File: src/rtl/sqrt_pkg.sv
// Shared constants, field widths, FSM encoding and flag layout for the f32 sqrt issuer.
package sqrt_pkg;

    localparam int unsigned F32_W      = 32;
    localparam int unsigned F32_EXP_W  = 8;
    localparam int unsigned F32_MANT_W = 23;

    localparam logic [F32_W-1:0] F32_QNAN      = 32'h7fc0_0000;
    localparam logic [F32_W-1:0] F32_PINF      = 32'h7f80_0000;
    localparam logic [F32_W-1:0] F32_QUIET_BIT = 32'h0040_0000;

    localparam logic [1:0] ST_IDLE = 2'd0;
    localparam logic [1:0] ST_HOLD = 2'd1;
    localparam logic [1:0] ST_RUN  = 2'd2;
    localparam logic [1:0] ST_RESP = 2'd3;

    typedef enum logic [1:0] {
        StIdle = ST_IDLE,
        StHold = ST_HOLD,
        StRun  = ST_RUN,
        StResp = ST_RESP
    } state_e;

    localparam int unsigned FLAG_TIMEOUT = 0;
    localparam int unsigned FLAG_BYPASS  = 1;

    localparam logic [1:0] FLAGS_NONE    = 2'b00;
    localparam logic [1:0] FLAGS_TIMEOUT = 2'b01 << FLAG_TIMEOUT;
    localparam logic [1:0] FLAGS_BYPASS  = 2'b01 << FLAG_BYPASS;

endpackage

File: src/rtl/sqrt_f32_issuer_if.sv
// Operand stream, core control and result stream of the sqrt issuer.
interface sqrt_f32_issuer_if;

    logic        in_valid;
    logic        in_ready;
    logic [31:0] in_a;

    logic        core_rst;
    logic [31:0] core_a;
    logic        core_rdy;
    logic [31:0] core_sqrt;

    logic        out_valid;
    logic        out_ready;
    logic [31:0] out_sqrt;
    logic [1:0]  out_flags;

    modport master (
        input  in_valid, in_a, core_rdy, core_sqrt, out_ready,
        output in_ready, core_rst, core_a, out_valid, out_sqrt, out_flags
    );

    modport slave (
        output in_valid, in_a, core_rdy, core_sqrt, out_ready,
        input  in_ready, core_rst, core_a, out_valid, out_sqrt, out_flags
    );

endinterface

File: src/rtl/f32_classify.sv
// Combinational IEEE-754 single-precision classifier for the sqrt special cases.
module f32_classify
    import sqrt_pkg::*;
(
    input  logic [F32_W-1:0] a_i,
    output logic             is_zero_o,
    output logic             is_neg_o,
    output logic             is_inf_o,
    output logic             is_nan_o
);

    logic [F32_EXP_W-1:0]  exp_w;
    logic [F32_MANT_W-1:0] mant_w;

    assign exp_w  = a_i[F32_W-2 -: F32_EXP_W];
    assign mant_w = a_i[F32_MANT_W-1:0];

    assign is_zero_o = (a_i[F32_W-2:0] == '0);
    assign is_neg_o  = a_i[F32_W-1];
    assign is_inf_o  = (exp_w == '1) && (mant_w == '0);
    assign is_nan_o  = (exp_w == '1) && (mant_w != '0);

endmodule

File: src/rtl/sqrt_f32_issuer.sv
// Sequencer feeding the sqrt core through its reset-to-start protocol, with special-case
// bypass, a run watchdog and a single operation in flight.
module sqrt_f32_issuer
    import sqrt_pkg::*;
#(
    parameter int unsigned RST_HOLD = 2,
    parameter int unsigned TIMEOUT  = 4096,
    parameter int unsigned CNT_W    = 16
) (
    input  logic                 clk,
    input  logic                 rst,
    sqrt_f32_issuer_if.master    sq_if,
    output logic                 busy,
    output logic [CNT_W-1:0]     count
);

    localparam int unsigned HoldW  = (RST_HOLD > 1) ? $clog2(RST_HOLD) : 1;
    localparam int unsigned TimerW = (TIMEOUT > 2) ? $clog2(TIMEOUT) : 1;

    state_e             state_q;
    logic               en_q;
    logic [HoldW-1:0]   hold_q;
    logic [TimerW-1:0]  timer_q;
    logic               core_rst_q;
    logic [F32_W-1:0]   core_a_q;
    logic               out_valid_q;
    logic [F32_W-1:0]   out_sqrt_q;
    logic [1:0]         out_flags_q;
    logic [CNT_W-1:0]   count_q;

    logic               is_zero, is_neg, is_inf, is_nan;
    logic               bypass;
    logic [F32_W-1:0]   bypass_val;
    logic               in_ready;

    f32_classify u_classify (
        .a_i       (sq_if.in_a),
        .is_zero_o (is_zero),
        .is_neg_o  (is_neg),
        .is_inf_o  (is_inf),
        .is_nan_o  (is_nan)
    );

    // NaN takes precedence over the sign rule so negative NaNs still propagate their payload.
    always_comb begin
        bypass     = 1'b1;
        bypass_val = F32_QNAN;
        if (is_nan) begin
            bypass_val = sq_if.in_a | F32_QUIET_BIT;
        end else if (is_zero) begin
            bypass_val = sq_if.in_a;
        end else if (is_neg) begin
            bypass_val = F32_QNAN;
        end else if (is_inf) begin
            bypass_val = F32_PINF;
        end else begin
            bypass = 1'b0;
        end
    end

    // en_q keeps in_ready low until the first edge after reset release.
    assign in_ready = (state_q == StIdle) && en_q;

    always_ff @(posedge clk or posedge rst) begin
        if (rst) begin
            state_q     <= StIdle;
            en_q        <= 1'b0;
            hold_q      <= '0;
            timer_q     <= '0;
            core_rst_q  <= 1'b1;
            core_a_q    <= '0;
            out_valid_q <= 1'b0;
            out_sqrt_q  <= '0;
            out_flags_q <= FLAGS_NONE;
            count_q     <= '0;
        end else begin
            en_q <= 1'b1;
            unique case (state_q)
                StIdle: begin
                    if (sq_if.in_valid && in_ready) begin
                        if (bypass) begin
                            out_sqrt_q  <= bypass_val;
                            out_flags_q <= FLAGS_BYPASS;
                            out_valid_q <= 1'b1;
                            state_q     <= StResp;
                        end else begin
                            core_a_q <= sq_if.in_a;
                            hold_q   <= '0;
                            state_q  <= StHold;
                        end
                    end
                end
                StHold: begin
                    if (hold_q == HoldW'(RST_HOLD - 1)) begin
                        core_rst_q <= 1'b0;
                        timer_q    <= '0;
                        state_q    <= StRun;
                    end else begin
                        hold_q <= hold_q + HoldW'(1);
                    end
                end
                StRun: begin
                    // rdy seen on the first RUN cycle is left over from the previous run.
                    if (sq_if.core_rdy && (timer_q != '0)) begin
                        out_sqrt_q  <= sq_if.core_sqrt;
                        out_flags_q <= FLAGS_NONE;
                        out_valid_q <= 1'b1;
                        core_rst_q  <= 1'b1;
                        state_q     <= StResp;
                    end else if (timer_q == TimerW'(TIMEOUT - 1)) begin
                        out_sqrt_q  <= F32_QNAN;
                        out_flags_q <= FLAGS_TIMEOUT;
                        out_valid_q <= 1'b1;
                        core_rst_q  <= 1'b1;
                        state_q     <= StResp;
                    end else begin
                        timer_q <= timer_q + TimerW'(1);
                    end
                end
                StResp: begin
                    if (sq_if.out_ready) begin
                        out_valid_q <= 1'b0;
                        count_q     <= count_q + CNT_W'(1);
                        state_q     <= StIdle;
                    end
                end
                default: state_q <= StIdle;
            endcase
        end
    end

    assign sq_if.in_ready  = in_ready;
    assign sq_if.core_rst  = core_rst_q;
    assign sq_if.core_a    = core_a_q;
    assign sq_if.out_valid = out_valid_q;
    assign sq_if.out_sqrt  = out_sqrt_q;
    assign sq_if.out_flags = out_flags_q;
    assign busy            = (state_q != StIdle);
    assign count           = count_q;

endmodule

File: src/flat_wrapper.sv
// flat-port wrapper written by rule: the top's interface ports become plain ports
module sqrt_f32_issuer_flat import sqrt_pkg::*;
#(
    parameter int unsigned RST_HOLD = 2,
    parameter int unsigned TIMEOUT  = 4096,
    parameter int unsigned CNT_W    = 16
)
  (clk, rst, busy, count, sq_if_in_valid, sq_if_in_a, sq_if_core_rdy, sq_if_core_sqrt, sq_if_out_ready, sq_if_in_ready, sq_if_core_rst, sq_if_core_a, sq_if_out_valid, sq_if_out_sqrt, sq_if_out_flags);
  sqrt_f32_issuer_if sq_if_i ();
  input  logic clk;
  input  logic rst;
  output logic busy;
  output logic [CNT_W-1:0] count;
  input wire logic [$bits(sq_if_i.in_valid)-1:0] sq_if_in_valid;
  input wire logic [$bits(sq_if_i.in_a)-1:0] sq_if_in_a;
  input wire logic [$bits(sq_if_i.core_rdy)-1:0] sq_if_core_rdy;
  input wire logic [$bits(sq_if_i.core_sqrt)-1:0] sq_if_core_sqrt;
  input wire logic [$bits(sq_if_i.out_ready)-1:0] sq_if_out_ready;
  output wire logic [$bits(sq_if_i.in_ready)-1:0] sq_if_in_ready;
  output wire logic [$bits(sq_if_i.core_rst)-1:0] sq_if_core_rst;
  output wire logic [$bits(sq_if_i.core_a)-1:0] sq_if_core_a;
  output wire logic [$bits(sq_if_i.out_valid)-1:0] sq_if_out_valid;
  output wire logic [$bits(sq_if_i.out_sqrt)-1:0] sq_if_out_sqrt;
  output wire logic [$bits(sq_if_i.out_flags)-1:0] sq_if_out_flags;
  assign sq_if_i.in_valid = sq_if_in_valid;
  assign sq_if_i.in_a = sq_if_in_a;
  assign sq_if_i.core_rdy = sq_if_core_rdy;
  assign sq_if_i.core_sqrt = sq_if_core_sqrt;
  assign sq_if_i.out_ready = sq_if_out_ready;
  assign sq_if_in_ready = sq_if_i.in_ready;
  assign sq_if_core_rst = sq_if_i.core_rst;
  assign sq_if_core_a = sq_if_i.core_a;
  assign sq_if_out_valid = sq_if_i.out_valid;
  assign sq_if_out_sqrt = sq_if_i.out_sqrt;
  assign sq_if_out_flags = sq_if_i.out_flags;
  sqrt_f32_issuer #(.RST_HOLD(RST_HOLD), .TIMEOUT(TIMEOUT), .CNT_W(CNT_W)) u_core (.clk(clk), .rst(rst), .sq_if(sq_if_i), .busy(busy), .count(count));
endmodule
File: config.mk
export PLATFORM = sky130hd
export DESIGN_NAME = sqrt_f32_issuer_flat
export DESIGN_NICKNAME = d
export VERILOG_FILES = /design/src/rtl/sqrt_pkg.sv /design/src/rtl/sqrt_f32_issuer_if.sv /design/src/rtl/f32_classify.sv /design/src/rtl/sqrt_f32_issuer.sv /design/src/flat_wrapper.sv
export SDC_FILE = /design/constraint.sdc
export NUM_CORES = 1
export LEC_CHECK = 0
export CAP_MARGIN = 20
export CORE_UTILIZATION = 42
export CTS_CLUSTER_SIZE = 16
export DETAILED_ROUTE_END_ITERATION = 6
export PLACE_DENSITY = 0.82
export SLEW_MARGIN = 15
export SYNTH_ARGS = -nofsm -noshare
export SYNTH_HDL_FRONTEND = slang
export SYNTH_SLANG_ARGS = --single-unit
File: constraint.sdc
create_clock -name clk -period 3.5 [get_ports clk]
set_clock_uncertainty 0.2 [all_clocks]
set_input_delay 0.7 -clock clk [delete_from_list [all_inputs] [get_ports clk]]
set_output_delay 0.7 -clock clk [all_outputs]
set_load 0.05 [all_outputs]
; ---- Yosys cells after proc, flatten, opt, wreduce, memory -nomap -nowiden
; Cells that the tools add are included.
[word_totals]
romBits = 0
latch_bits = 0
input_bits = 69
output_inout_bits = 86
elab_cells = 91
register_bits = 100
mem_count = 0
ramBits = 0
[op_classes]
magnitude_cmp = 0
n_shift = 0
n_bitwise = 1
mux = 41
div_mod_pow = 0
eq_ne = 13
n_addsub = 3
reduce_logical = 23
n_mul = 0
[op_table]
columns = cell, n
row1 = 32-bit 2-to-1 mux, 7
row2 = 32-bit case mux with 2 select lines, 1
row3 = 12-bit 2-to-1 mux, 3
row4 = 31-bit logical NOT, 1
row5 = 12-bit case mux with 2 select lines, 1
row6 = 23-bit logical NOT, 1
row7 = 23-bit 2-to-1 mux, 1
row8 = 23-bit nonzero test, 1
row9 = 2-bit 2-to-1 mux, 10
row10 = 16-bit by 1-bit adder with 16-bit output (second input constant), 1
row11 = 1-bit 2-to-1 mux, 13
row12 = 12-bit by 1-bit adder with 12-bit output (second input constant), 1
row13 = 12-bit == test (second input constant), 1
row14 = 4-bit AND reduction, 3
row15 = 12-bit nonzero test, 1
row16 = 2-bit inequality test (second input constant), 5
row17 = 3-bit AND reduction, 3
row18 = 8-bit == test (second input constant), 1
row19 = 2-bit case mux with 4 select lines, 1
row20 = 2-bit nonzero test, 4
row21 = 1-bit logical AND, 5
row22 = 5-bit AND reduction, 1
row23 = 2-bit == test (second input constant), 2
row24 = 2-bit by 1-bit inequality test with 1-bit output (second input constant), 2
row25 = other kinds (10), 11

; ---- Longest topological paths before layout
[logic_depth]
ltp_word = 9
ltp_mapped = 8
depth_no_buf = 7

; ---- By module
; Synthesis repeated with hierarchy kept, for this count alone.
[unflattened]
hier_cells = 434
area_unflattened_um2 = 5068.6
[modules_own_cells]
columns = mod, cells_per_inst, seq_area_each_um2, instances, area_each_um2
row1 = sqrt_f32_issuer, 416, 2503.7, 1, 4953.5
row2 = f32_classify, 18, 0.0, 1, 115.1

; ---- Least setup slack after synthesis
; OpenSTA, ideal clock, no wires.
[synth_path]
path_kind = input port to flip-flop
start = input port sq_if_in_a[16]
end = register u_core.out_sqrt_q[10] (netlist: u_core.sq_if.out_sqrt[10])
path_buffers = 1
setup_slack_ps = 865
arrival_ps = 2309
setup_time_ps = 125
stages = 6
required_ps = 3175
path_cell_list = nor4_1 nand4_1 o211a_1 nor3_4 buf_6 mux2_4
[synth_between]
elab_chain_len = 8
word_cells_on_any_way = 16
classes_between = 1 x eq/ne / 9 x mux / 6 x reduce/logical
[synth_rtl]
columns = item, line_no
row1 = from (decl), flat_wrapper.sv:15  ; input wire logic [$bits(sq_if_i.in_a)-1:0] sq_if_in_a;
row2 = 23-bit logical NOT, f32_classify.sv:20  ; assign is_inf_o = (exp_w == '1) && (mant_w == '0);
row3 = 1-bit logical AND, f32_classify.sv:20
row4 = 1-bit 2-to-1 mux, sqrt_f32_issuer.sv:54  ; end else if (is_inf) begin
row5 = 1-bit 2-to-1 mux, sqrt_f32_issuer.sv:52  ; end else if (is_neg) begin
row6 = 1-bit 2-to-1 mux, sqrt_f32_issuer.sv:50  ; end else if (is_zero) begin
row7 = 1-bit 2-to-1 mux, sqrt_f32_issuer.sv:48  ; if (is_nan) begin
row8 = 2-bit by 1-bit inequality test with 1-bit output (no line), --
row9 = 4-bit AND reduction (no line), --
row10 = to (signal assigned), sqrt_f32_issuer.sv:82  ; out_sqrt_q <= bypass_val;
row11 = to (signal assigned), sqrt_f32_issuer.sv:105  ; out_sqrt_q <= sq_if.core_sqrt;
row12 = to (decl), sqrt_f32_issuer.sv:27  ; logic [F32_W-1:0] out_sqrt_q;
; Several ways; a longest one is shown, not always the timed one. The select of a mux whose other input is x is not followed.
; A chain may end at the register's enable or synchronous reset.

; ---- Worst setup path in the final report
[layout_path]
start = register u_core.timer_q[0]
end = register u_core.timer_q[3]
[layout_between]
elab_chain_len = 4
word_cells_on_any_way = 10
classes_between = 1 x add/sub / 3 x eq/ne / 3 x mux / 3 x reduce/logical
[layout_rtl]
columns = item, line_no
row1 = from (decl), sqrt_f32_issuer.sv:23  ; logic [TimerW-1:0] timer_q;
row2 = from (signal assigned), sqrt_f32_issuer.sv:117  ; timer_q <= timer_q + TimerW'(1);
row3 = 12-bit by 1-bit adder with 12-bit output / 12-bit nonzero test (equally long branches), "sqrt_f32_issuer.sv:117, sqrt_f32_issuer.sv:104"
row4 = 12-bit 2-to-1 mux / 1-bit logical AND (equally long branches), "sqrt_f32_issuer.sv:110, sqrt_f32_issuer.sv:104"
row5 = 12-bit 2-to-1 mux / 2-bit inequality test (equally long branches), --
row6 = 12-bit case mux with 2 select lines / 4-bit AND reduction (equally long branches), --
; Several ways; a longest one is shown, not always the timed one. The select of a mux whose other input is x is not followed.

==> results.ini <==
[critical_path]
critical-path-slowest-cell=o311ai_4
cp_num_buf_inv=2
startpoint_type=flop
crit_cells=8
critPathCaptureType=flop
path_cells=inv_1 -> ha_1 -> or4b_4 -> o311ai_4 -> o211ai_2 -> buf_4 -> or3_1 -> a21oi_1
cp_max_fo=15
reg2reg_depth=8
arrival_ns=3.21
cpPeakStageDelay_ns=0.55
critPathTopFamily=compound AO/OA/AOI/OAI gates
worst-setup-path-type=flop to flop
crit_required_ns=3.57

[floorplan]
ios=155
die-area_sq_mm=0.01188
initial_utilization=0.4377
die_h_um=109.0
core_sq_mm=0.01098
die_w_um=109.0
num_rows=38

[clock_tree]
clock_latency_ns=0.35
cts_hold_buf=0
cts_tree=built
htreeDepth=3
postCtsResizedCells=0
clk_transition_reported_paths_ns=0.07
cts_setup_buffers=0
root_buffer=clkbuf_16
cts_buffers=9
clockBufferDepth=2
clock-sinks=100

[finish]
antenna_cells=0
drive_gt1_frac=0.1643
multi_input_area_sq_mm=0.002158
fillers=849
nets=637
area_growth_pct=43.13
seqCellArea_sq_mm=0.002504
stdcell_area_sq_mm=0.006880

[placement]
placed_area_sq_mm=0.006604
dp_hpwl_mm=9.435
io_buffer_count=154
dpl_worst_slack_ns=0.08035
routabilityCongestion=0.7732

[yosys]
synth_area_leaders=dfrtp_1, mux2_2, mux2_4, a32o_1, mux2i_1
synth-compound-area-share=0.1150
ys_types=52
synth_top_area_share=0.5154
synthXorXnorAreaFrac=0.02733
syn_nets=474
yosys_warnings=0
synth-seq-cells=100
synthFlopType=dfrtp_1
yosysMostFrequentCell=dfrtp_1
synth_top_area_cell=dfrtp_1
synthArstFlopShare=1.000
synth_edf_count=0
synthTopCellsByCount=dfrtp_1, mux2_2, nand2_1
postSynthAreaPerCell_sq_um=12.08
muxShareOfSynthArea=0.1687
ys_seq_area_frac=0.5208
synthAdderAreaFrac=0.01822
synth_area_sq_mm=0.004807
synth_top_family_by_area=multiplexers
synthSimpleGateAreaFrac=0.1153
syn_inst=398

[pwr]
p_sw_frac=0.4559
pwr-share-comb=0.546
switchingPower_mw=2.707
p_leak_nw=2.942
seq_power_share=0.296
pwr-share-clk=0.158
max-vdd-ir-drop_v=0.0005824
power_density_mw_per_mm2=862.9
p_int_mw=3.230

[timing]
tightest_slew_ns=1.042
tns_ns=0
fmax_mhz=319.1
period_share=0.8955
min_period_ns=3.134
hold_viol=0
worst_slack_ns=0.3658
drv_slew=0
setup_viol=0
rsz0062_at_grt=no
max-slew-margin-rel=0.3055

[global_routing]
grt_max_degree=46
overflow=0
grt_pass1_wl_mm=20.20
antenna_found_initial=0
grt.total_usage=0.2257
first_global_vias=4108

[drt]
antenna_left=0
wl_mm=12.66
wl_per_cell_um=17.93
vias_per_cell=5.475
vias=3865
highest_layer=met4
routed-wl-met3_um=940
wl_met2_mm=6.440
wl_met1_mm=4.969
drc=0
detail_route.first_pass.iterations=4
drtIter0Drc=180

[status]
status=completed

[min_path]
hold_path_depth=1
hp-class=flop to flop

[job]
maxCapViolCount=0

[cell families after synthesis]
kind of cell,after synthesis
xor gates and xnor gates,15
other,1
DFF,100
buffers and inverters,36
adders and majority gates,7
muxes,67
AOI/OAI and AO/OA,72
and+or+nand+nor,100
[routing by layer]
layer / GRT usage / up-vias
li1: - / 1792
met1: 0.2545 / 1922
met2: 0.3836 / 129
met3: 0.08667 / 22
met4: 0.08784 / 0
met5: 0 / -
[cell type report]
class / count / share of cell area
Sequential cell: 100 / 0.3639
Timing Repair Buffer: 169 / 0.2459
Tap cell: 140 / 0.02546
Clock inverter: 6 / 0.005456
Clock buffer: 10 / 0.03473
Multi-Input combinational cell: 262 / 0.3137
Inverter: 19 / 0.01091
[metrics by stage]
step                      hold WS, ns  cells  power (mW)    util
after global routing           0.2869    706       6.210  0.6265
final                          0.2809    706       5.937  0.6265
after floorplan                0.2872    398       3.942       -
after CTS                      0.2821    706       5.975  0.6265
after detailed placement       0.2677    690       5.018  0.6013
after global placement         0.2640    690       4.942  0.6013
[cell usage in the layout, fill, tap and decap left out, drive strengths merged, types with 2 or more instances in the layout]
cell,instances
and4,2
clkdlybuf4s50,154
nor3,5
inv,19
nand4,10
nor4,8
mux2,55
dfrtp,99
o211ai,2
o21ai,21
nor2,11
clkinv,5
xnor2,11
o2111ai,2
xor2,4
nand2b,3
ha,7
a32o,22
o31ai,3
or3,9
a21oi,12
or4b,2
nand2,25
or2,2
buf,15
and3,4
clkbuf,10
nand3,10
mux2i,12
or4,3
and2,4
[final timing paths]
kind,endpoint,slack (ns),from
setup reg to reg,u_core.timer_q[3],0.37,u_core.timer_q[0]
setup / recovery,u_core.timer_q[3],0.37,u_core.timer_q[0]
hold / removal,u_core.count[15],0.28,u_core.count[15]
min in group asynchronous,u_core.sq_if.core_a[23],0.58,rst
hold reg to reg,u_core.count[15],0.28,u_core.count[15]
max in group asynchronous,u_core.sq_if.out_sqrt[10],1.75,rst
[power groups by stage]
stage               clock [mW]  sequential [mW]  combinational [mW]
finish                   0.940             1.75                3.24
global route              1.01             1.79                3.41
CTS                      0.962             1.76                3.26
detailed placement           0             1.77                3.25
global placement             0             1.75                3.19
floorplan                    0             2.85                1.09
[sequential cells by signal, indices dropped and copies added (netlist names)]
name                    flops
u_core.sq_if.core_a        32
u_core.sq_if.out_sqrt      32
u_core.count               16
u_core.timer_q             12
u_core.sq_if.out_flags      2
u_core.state_q              2
u_core.en_q                 1
u_core.hold_q               1
u_core.sq_if.core_rst       1
u_core.sq_if.out_valid      1
Power figures use the tool's default switching activity.
==> patch, RTL diff (same settings) <==
Register the output `count` once more, with the module's reset; this adds one clock of latency there. The other outputs are not delayed to match.
--- a/src/rtl/sqrt_f32_issuer.sv
+++ b/src/rtl/sqrt_f32_issuer.sv
@@ -136,7 +136,13 @@
     assign sq_if.out_sqrt  = out_sqrt_q;
     assign sq_if.out_flags = out_flags_q;
     assign busy            = (state_q != StIdle);
-    assign count           = count_q;
+    always_ff @(posedge clk or posedge rst) begin
+        if (rst) begin
+            count <= '0;
+        end else begin
+            count <= count_q;
+        end
+    end
 
 endmodule
 
Function: changed (Yosys sat finds a counterexample within 4 cycles, from zero or initial values and one cycle with rst high).
==> patch against the original RTL <==
Routed wire length up 9.8%. Non-clock buffer count is 3 higher. Global-route usage down 0.28 points. Fmax fell by 0.59%. First-iteration DRC count increased by 57%. Area after synthesis is 9.4% higher. Die area rose by 9.2%. Count of clock-buffer cells in the layout up 7. Setup slack got worse by 19 ps. Sequential cell count increased by 16. Synthesized cell count is 4.5% higher. Total power increased by 22%. Cell area is 12% higher. Critical path type is now reg2out. Largest power group unchanged.
==> patch: results (changes against the original RTL) <==
| Metric | Value |
|---|---|
| Outcome | `complete, no violations` |
| Fillers | `941 (+11%)` |
| Largest cells by area after synthesis | `dfrtp_1 (55%), mux2_4 (7.7%), mux2_2 (7.1%), a32o_1 (4.2%), nor2_1 (2.1%)` |
| Initial drt markers | `282 (+57%)` |
| Met3 Resource Use GR | `7.44% (-1.2 points)` |
| Hold path depth | `0 (-1)` |
| Metal-1 WL | `5.73 mm (+15%)` |
| Worst Path Arrival | `2250 ps (-960 ps)` |
| Detailed Routing Iterations Pass 1 | `5 (+1)` |
| Most instantiated cells after synthesis | `dfrtp_1 (115), mux2_2 (33), nor2_1 (30), mux2_4 (27), nand2_1 (23)` |
| Clk cell area share | `7.16% (+3.1 points)` |
| Reg2reg path depth | `7 (-1)` |
| Syn avg cell area | `12.6 sq um (+4.7%)` |
| Crit. Startpoint | `u_core.state_q[0]$_DFFE_PP0P_` |
| Largest stage delay, worst path | `820 ps (+270 ps)` |
| Routed vias/inst | `5.44 (-0.63%)` |
| Crit path capture | `sq_if_in_ready` |
| H-tree levels | `4 (+1)` |
| Sequential area share after synthesis | `55.2% (+3.1 points)` |
| Cell Area, Synth | `5260 sq um (+9.4%)` |
| Final net count | `666 (+4.6%)` |
| Hold_sp | `u_core.count_q[10]$_DFFE_PP0P_` |
| Worst setup margin | `347 ps (-18.7 ps)` |
| Synthesized Nets | `493 (+4.0%)` |
| Vias in the first global route | `4285 (+4.3%)` |
| First-pass GRT wire length | `22.0 mm (+9.1%)` |
| Hold WS | `183 ps (-97.5 ps)` |
| Cell variety after synth | `49 (-5.8%)` |
| Met1 usage | `27.6% (+2.2 points)` |
| Placed Cells | `738 (+7.0%)` |
| Post-route insts no fill | `770 (+9.1%)` |
| NonClk Buf Share | `22.5% (-2.1 points)` |
| Largest net degree at the start of global routing | `62 (+35%)` |
| Layout cell share with drive strength beyond 1 | `20.1% (+3.7 points)` |
| Met3 wire len | `1.19 mm (+26%)` |
| Multi-input logic area | `2240 sq um (+3.7%)` |
| Crit path max-delay family | `buffers and inverters` |
| Setup WS pre-CTS | `78.4 ps (-1.97 ps)` |
| Multi-input comb cells | `271 (+3.4%)` |
| Non-CTS inverters | `11 (-8)` |
| Slew HR | `54.7% (+24 points)` |
| Grt met2 use | `36.4% (-1.9 points)` |
| DP Wirelength | `9.89 mm (+4.8%)` |
| GRT Util Overall | `22.3% (-0.28 points)` |
| CTS Buf Count | `17 (+8)` |
| Non-CTS buffers | `172 (+1.8%)` |
| WHS Endpoint | `u_core.count[10]$_DFF_PP0_` |
[patch: cell count changes in the layout (fill, tap and decap cells not counted), sizes merged, moves of 7 or more]
cell | unedited run | this run
mux2 | 55 | 64
mux2i | 12 | 3
nor2 | 11 | 30
o21ai | 21 | 12
clkbuf | 10 | 17
dfrtp | 99 | 115
[patch: cell families after synthesis]
family | count (synthesis) | share of synthesized area (%)
buffers and inverters | 29 | 2.74
adders and majority gates | 8 | 1.90
and+or+nand+nor | 116 | 11.4
DFF | 116 | 55.2
AOI/OAI and AO/OA | 65 | 10.1
other | 1 | 0.0713
xor gates and xnor gates | 14 | 2.33
muxes | 67 | 16.2
[patch: power by group]
| group | internal (mW) | switching (mW) |
|---|---|---|
| Clock | 0.919 | 0.678 |
| Combinational | 1.35 | 2.25 |
| Sequential | 1.77 | 0.276 |
| Total | 4.04 | 3.20 |
